===== src/rtl/bru_pkg.sv =====
// Shared encodings and the saturating-counter helper for the branch resolve unit.
package bru_pkg;

    typedef enum logic [1:0] {
        PCSRC_SEQ   = 2'b00,
        PCSRC_TGT   = 2'b01,
        PCSRC_JALR  = 2'b10,
        PCSRC_RECOV = 2'b11
    } pcsrc_e;

    typedef enum logic [2:0] {
        BR_BEQ  = 3'b000,
        BR_BNE  = 3'b001,
        BR_BLT  = 3'b100,
        BR_BGE  = 3'b101,
        BR_BLTU = 3'b110,
        BR_BGEU = 3'b111
    } branch_op_e;

    typedef enum logic [1:0] {
        JT_NONE = 2'b00,
        JT_JAL  = 2'b01,
        JT_JALR = 2'b10,
        JT_RSVD = 2'b11
    } jump_type_e;

    localparam logic [1:0] BHT_CNT_RESET = 2'b01;

    function automatic logic [1:0] sat_update(input logic [1:0] cnt, input logic taken);
        logic [1:0] res;
        if (taken) begin
            res = (cnt == 2'b11) ? 2'b11 : cnt + 2'b01;
        end else begin
            res = (cnt == 2'b00) ? 2'b00 : cnt - 2'b01;
        end
        return res;
    endfunction

endpackage


===== src/rtl/bht_table.sv =====
// Array of 2-bit saturating counters: one combinational read port, one
// trained write port, asynchronous reset to weakly-not-taken.
module bht_table
    import bru_pkg::*;
#(
    parameter int ENTRIES = 64,
    parameter int IDX_W   = $clog2(ENTRIES)
) (
    input  logic             clk,
    input  logic             rst,
    input  logic [IDX_W-1:0] rd_idx_i,
    output logic [1:0]       rd_cnt_o,
    input  logic             wr_en_i,
    input  logic [IDX_W-1:0] wr_idx_i,
    input  logic             wr_taken_i
);

    logic [ENTRIES-1:0][1:0] cnt_q;
    logic [ENTRIES-1:0][1:0] cnt_d;

    // Next-state: only the addressed counter moves when training.
    always_comb begin
        cnt_d = cnt_q;
        if (wr_en_i) begin
            cnt_d[wr_idx_i] = sat_update(cnt_q[wr_idx_i], wr_taken_i);
        end else begin
            cnt_d = cnt_q;
        end
    end

    // Counter storage.
    always_ff @(posedge clk or posedge rst) begin
        if (rst) begin
            cnt_q <= {ENTRIES{BHT_CNT_RESET}};
        end else begin
            cnt_q <= cnt_d;
        end
    end

    // Read returns the pre-update value even when the same index is written.
    assign rd_cnt_o = cnt_q[rd_idx_i];

endmodule


===== src/rtl/branch_resolve_unit.sv =====
// Execute-stage branch resolution with a bimodal/gshare BHT and fetch lookup.
// Optional perf counters are built when BRU_PERF_CNT_EN is defined.
module branch_resolve_unit
    import bru_pkg::*;
#(
    parameter int XLEN        = 32,
    parameter int BHT_ENTRIES = 64,
    parameter int INDEX_MODE  = 0,
    parameter int GHR_W       = 6,
    parameter int CNT_W       = 32
) (
    input  logic            clk,
    input  logic            rst,
    input  logic [XLEN-1:0] PCF,
    output logic            PredTakenF,
    input  logic            ValidE,
    input  logic            StallE,
    input  logic [XLEN-1:0] PCE,
    input  logic            BranchE,
    input  logic [2:0]      BranchOpE,
    input  logic [1:0]      JumpTypeE,
    input  logic            ZeroE,
    input  logic            LtE,
    input  logic            LtuE,
    input  logic            PredTakenE,
    output logic [1:0]      PCSrcE,
`ifdef BRU_PERF_CNT_EN
    output logic            FlushE,
    output logic [CNT_W-1:0] BranchCntO,
    output logic [CNT_W-1:0] MispredCntO
`else
    output logic            FlushE
`endif
);

    localparam int IDX_W = $clog2(BHT_ENTRIES);

    logic [GHR_W-1:0] ghr_q;
    logic [GHR_W-1:0] ghr_d;
    logic [IDX_W-1:0] rd_idx_s;
    logic [IDX_W-1:0] wr_idx_s;
    logic [1:0]       rd_cnt_s;
    logic             taken_s;
    logic             is_jump_s;
    logic             upd_en_s;
    pcsrc_e           pcsrc_s;
    logic             flush_s;
    logic             unused_s;

    function automatic logic [IDX_W-1:0] bht_index(input logic [XLEN-1:0] pc,
                                                   input logic [GHR_W-1:0] ghr);
        logic [IDX_W-1:0] idx;
        idx = pc[IDX_W+1:2];
        if (INDEX_MODE == 1) begin
            idx[GHR_W-1:0] = idx[GHR_W-1:0] ^ ghr;
        end
        return idx;
    endfunction

    assign rd_idx_s   = bht_index(PCF, ghr_q);
    assign wr_idx_s   = bht_index(PCE, ghr_q);
    assign PredTakenF = rd_cnt_s[1];

    // Branch condition from ALU flags; undefined funct3 resolves not-taken.
    always_comb begin
        taken_s = 1'b0;
        case (BranchOpE)
            BR_BEQ:  taken_s = ZeroE;
            BR_BNE:  taken_s = ~ZeroE;
            BR_BLT:  taken_s = LtE;
            BR_BGE:  taken_s = ~LtE;
            BR_BLTU: taken_s = LtuE;
            BR_BGEU: taken_s = ~LtuE;
            default: taken_s = 1'b0;
        endcase
    end

    assign is_jump_s = (JumpTypeE == JT_JAL) || (JumpTypeE == JT_JALR);
    assign upd_en_s  = ValidE & BranchE & ~is_jump_s & ~StallE;

    // Priority resolution of PC select and flush; jumps outrank branches.
    always_comb begin
        pcsrc_s = PCSRC_SEQ;
        flush_s = 1'b0;
        if (!ValidE) begin
            pcsrc_s = PCSRC_SEQ;
            flush_s = 1'b0;
        end else if (JumpTypeE == JT_JAL) begin
            pcsrc_s = PCSRC_TGT;
            flush_s = 1'b1;
        end else if (JumpTypeE == JT_JALR) begin
            pcsrc_s = PCSRC_JALR;
            flush_s = 1'b1;
        end else if (BranchE) begin
            if (taken_s && !PredTakenE) begin
                pcsrc_s = PCSRC_TGT;
                flush_s = 1'b1;
            end else if (!taken_s && PredTakenE) begin
                pcsrc_s = PCSRC_RECOV;
                flush_s = 1'b1;
            end else begin
                pcsrc_s = PCSRC_SEQ;
                flush_s = 1'b0;
            end
        end else begin
            pcsrc_s = PCSRC_SEQ;
            flush_s = 1'b0;
        end
    end

    assign PCSrcE = pcsrc_s;
    assign FlushE = flush_s;

    // Global history shifts in each trained outcome.
    always_comb begin
        if (upd_en_s) begin
            ghr_d = GHR_W'({ghr_q, taken_s});
        end else begin
            ghr_d = ghr_q;
        end
    end

    // Global history register.
    always_ff @(posedge clk or posedge rst) begin
        if (rst) begin
            ghr_q <= '0;
        end else begin
            ghr_q <= ghr_d;
        end
    end

    bht_table #(
        .ENTRIES (BHT_ENTRIES),
        .IDX_W   (IDX_W)
    ) u_bht (
        .clk        (clk),
        .rst        (rst),
        .rd_idx_i   (rd_idx_s),
        .rd_cnt_o   (rd_cnt_s),
        .wr_en_i    (upd_en_s),
        .wr_idx_i   (wr_idx_s),
        .wr_taken_i (taken_s)
    );

`ifdef BRU_PERF_CNT_EN
    // Resolved-branch and mispredict counters, wrapping naturally.
    always_ff @(posedge clk or posedge rst) begin
        if (rst) begin
            BranchCntO  <= '0;
            MispredCntO <= '0;
        end else if (upd_en_s) begin
            BranchCntO  <= BranchCntO + {{(CNT_W-1){1'b0}}, 1'b1};
            MispredCntO <= MispredCntO + {{(CNT_W-1){1'b0}}, flush_s};
        end else begin
            BranchCntO  <= BranchCntO;
            MispredCntO <= MispredCntO;
        end
    end
`endif

    assign unused_s = ^{PCF[XLEN-1:IDX_W+2], PCF[1:0], PCE[XLEN-1:IDX_W+2], PCE[1:0],
                        rd_cnt_s[0], (CNT_W > 0)};

endmodule


===== config.mk =====
export PLATFORM = sky130hd
export DESIGN_NAME = branch_resolve_unit
export DESIGN_NICKNAME = d
export VERILOG_FILES = /design/src/rtl/bru_pkg.sv /design/src/rtl/bht_table.sv /design/src/rtl/branch_resolve_unit.sv
export SDC_FILE = /design/constraint.sdc
export NUM_CORES = 1
export LEC_CHECK = 0
export ABC_CLOCK_PERIOD_IN_PS = 7600
export BUFFER_PORTS_ARGS = -buffer_cell sky130_fd_sc_hd__buf_2
export CAP_MARGIN = 20
export CELL_PAD_IN_SITES_DETAIL_PLACEMENT = 0
export CELL_PAD_IN_SITES_GLOBAL_PLACEMENT = 1
export CORE_ASPECT_RATIO = 1.2
export CORE_UTILIZATION = 51
export DETAILED_ROUTE_END_ITERATION = 7
export PLACE_DENSITY = 0.95
export SLEW_MARGIN = 20
export SYNTH_ARGS = -nofsm -noshare
export SYNTH_HDL_FRONTEND = slang
export SYNTH_SLANG_ARGS = --single-unit
export TNS_END_PERCENT = 50

===== constraint.sdc =====
create_clock -name clk -period 7.6 [get_ports clk]
set_input_delay 0 -clock clk [delete_from_list [all_inputs] [get_ports clk]]
set_output_delay 0 -clock clk [all_outputs]
set_load 0.02 [all_outputs]

==> out/results.ini <==
[outcome]
outcome = finished, violations left
failed_checks = design-rule violations

[power_and_ir_drop]
seqPwrFrac_pct = 40.2
clockPowerShare_pct = 51.4
p_int_mw = 1.36
p_switching_uw = 407
ir_drop_uv = 159
p_total_mw = 1.76
powerDensity_nw_per_um2 = 212
leakagePower_nw = 3.33
swShare_pct = 23.1
comb_power_share_pct = 8.4

[cts]
ctsLongestPathBuffers = 2
cts_resized = 0
cts_tree = built
path_clk_slew_ns = 0.05
post_cts_buffers = 0
clock_sinks = 128
clk_latency_ns = 0.43
cts_inserted_buffers = 17
cts-root-buf = clkbuf_16
cts-hold-fix-buffers = 1
htree_levels = 4

[worst_setup_path]
start_kind = primary input
cp.arrival_ns = 3.78
cpPeakStageDelay_ns = 0.70
cp_cell_sequence = buf_2 -> clkinv_1 -> a21oi_1 -> a211oi_1 -> o31ai_1 -> o211ai_1 -> o22ai_4 -> buf_4 -> o21ai_0
criticalPathCategory = primary input to register
crit_path_end_kind = register
cp_slowest_cell = buf_2
cp.required_ns = 7.88
path_max_fanout = 38

[detailed_routing]
drc = 4
vias = 5902
drt_iter0_markers = 502
avgRoutedWirePerCell_um = 22.7
first_pass_iters = 7
ant_nets = 0
drt_wl_total_mm = 20.1
viasPerCell = 6.68

[sta]
fin_crit_ns = 3.50
setup_viol = 0
tightest_slew_ns = 1.20
tns_ns = 0
max_freq_mhz = 286
skew_ns = 0.00671
slew_violations = 0
hold_ws_ns = 0.152
finalHoldViolCount = 0
rsz0062_at_grt = false
post-route-period-util_pct = 46.0
setup_ws_ns = 4.10
slew_headroom_pct = 19.9

[grt]
met1_usage_pct = 33.2
grt_use_total_pct = 28.3
use_met2_pct = 47.9
grt_use_met3_pct = 6.82
grt-ovfl-total = 0
grt.busiest_layer = met2
grt_pass1_wl_mm = 32.2
antenna_found_initial = 2
grt_pass1_vias = 6095
grt_max_degree = 82

[finish]
areaGrowthSynthToFinish_pct = 12.2
final_cells = 883
fin_nets = 778
final_cell_mix = 83 x nor2_1, 74 x nand2_1, 64 x dfstp_2, 64 x dfrtp_1, 63 x o21ai_0
largest_reg_flops = 128
regMostFlops = u_bht.cnt_q
reg.largest.list = u_bht.cnt_q (128)
drive_above_1_share_pct = 34.4
final_common_cell = nor2_1

[synthesis]
postSynthAreaPerCell_um2 = 10.9
syn_nets = 763
synth_seq_area_share_pct = 44.3
syn_inst = 682
ys_warn_count = 0
syn-cell-area_um2 = 7410
synth_cell_types = 51
synth_edf_count = 0
synthFlopType = dfstp_2
async_flop_share_pct = 100
ys_seq_elements = 128

[placement]
port_buffers = 29
dp_cells = 846
gp_congestion = 0.922
pre_cts_ws_ns = 3.39
dp_hpwl_mm = 12.6

[job]
max-cap-violations = 0

[floorplan]
io_pins = 82
die_y_um = 134
die_area_um2 = 15000
die_x_um = 112
initial_utilization_pct = 53.0
rows = 47
core-area_um2 = 14000

[hold_path]
hold_class = primary input to asynchronous set/reset pin

==> power groups by stage <==
stage                     sequential [mW]  combinational, mW  clock (mW)
after floorplan                     0.716              0.107           0
after global placement              0.717              0.140           0
after detailed placement            0.719              0.144           0
after CTS                           0.708              0.144       0.913
after global routing                0.710              0.158       0.940
final                               0.709              0.147       0.906
==> cell type report <==
cell class	instances	area (um2)
multi-input combinational	500	3860
inverter	8	32.5
clock buffer	22	474
sequential	128	3280
clock inverter	10	181
tap	171	214
timing repair buffer	42	262
antenna	2	5.00
fill	1114	5680
==> logic make-up (layout without fill, tap and decap cells) <==
| group | count (synthesis) | count (layout) | share of synthesized area (%) |
|---|---|---|---|
| AND/OR/NAND/NOR | 205 | 205 | 12.1 |
| AO/OA/AOI/OAI | 163 | 163 | 14.4 |
| buffers and inverters | 54 | 82 | 3.80 |
| other | 0 | 2 | 0 |
| XOR/XNOR | 2 | 2 | 0.236 |
| flip-flops | 128 | 128 | 44.3 |
| multiplexers | 127 | 127 | 24.7 |
| adder cells (fa/ha/maj) | 3 | 3 | 0.507 |
==> metrics by stage <==
stage / util, % / instance area, um2
2_1_floorplan: - / 7410
3_3_place_gp: 54.4 / 7610
3_5_place_dp: 54.4 / 7610
4_1_cts: 59.2 / 8280
5_1_grt: 59.4 / 8310
6_report: 59.4 / 8320
==> critical path: cells and delay by family <==
family,cells,cell delay (ns)
compound gates,6,1.90
buf+inv,3,1.84
==> Yosys cell counts, drive strengths merged (8+ instances only) <==
library cell	instances	area [um2]
mux2	67	754
o21ai	64	324
nor3	9	45.0
mux4	38	856
buf	23	165
nand2	74	278
clkbuf	23	86.3
dfstp	64	1680
a22oi	61	458
a21oi	11	55.1
nand3b	8	60.1
mux2i	22	220
dfrtp	64	1600
nor2	83	312
==> metal layers <==
| metal | wire length (um) | vias up |
|---|---|---|
| met5 | 0 | - |
| met2 | 10000 | 286 |
| met4 | 906 | 0 |
| li1 | - | 2563 |
| met3 | 1530 | 68 |
| met1 | 7600 | 2985 |
==> final timing paths <==
path                                   from               end  slack [ns]  cells past startpoint
max                                  PCE[4]   u_bht.cnt_q[33]        4.10                      9
min reg2reg                 u_bht.cnt_q[23]   u_bht.cnt_q[23]        0.55                      2
min in group clk                     PCE[5]   u_bht.cnt_q[91]        0.17                      5
max in group asynchronous               rst  u_bht.cnt_q[115]        6.44                      4
min                                     rst   u_bht.cnt_q[53]        0.15                      3
max reg2reg                u_bht.cnt_q[113]   u_bht.cnt_q[33]        4.23                      8
(Power assumes the default switching activity.)
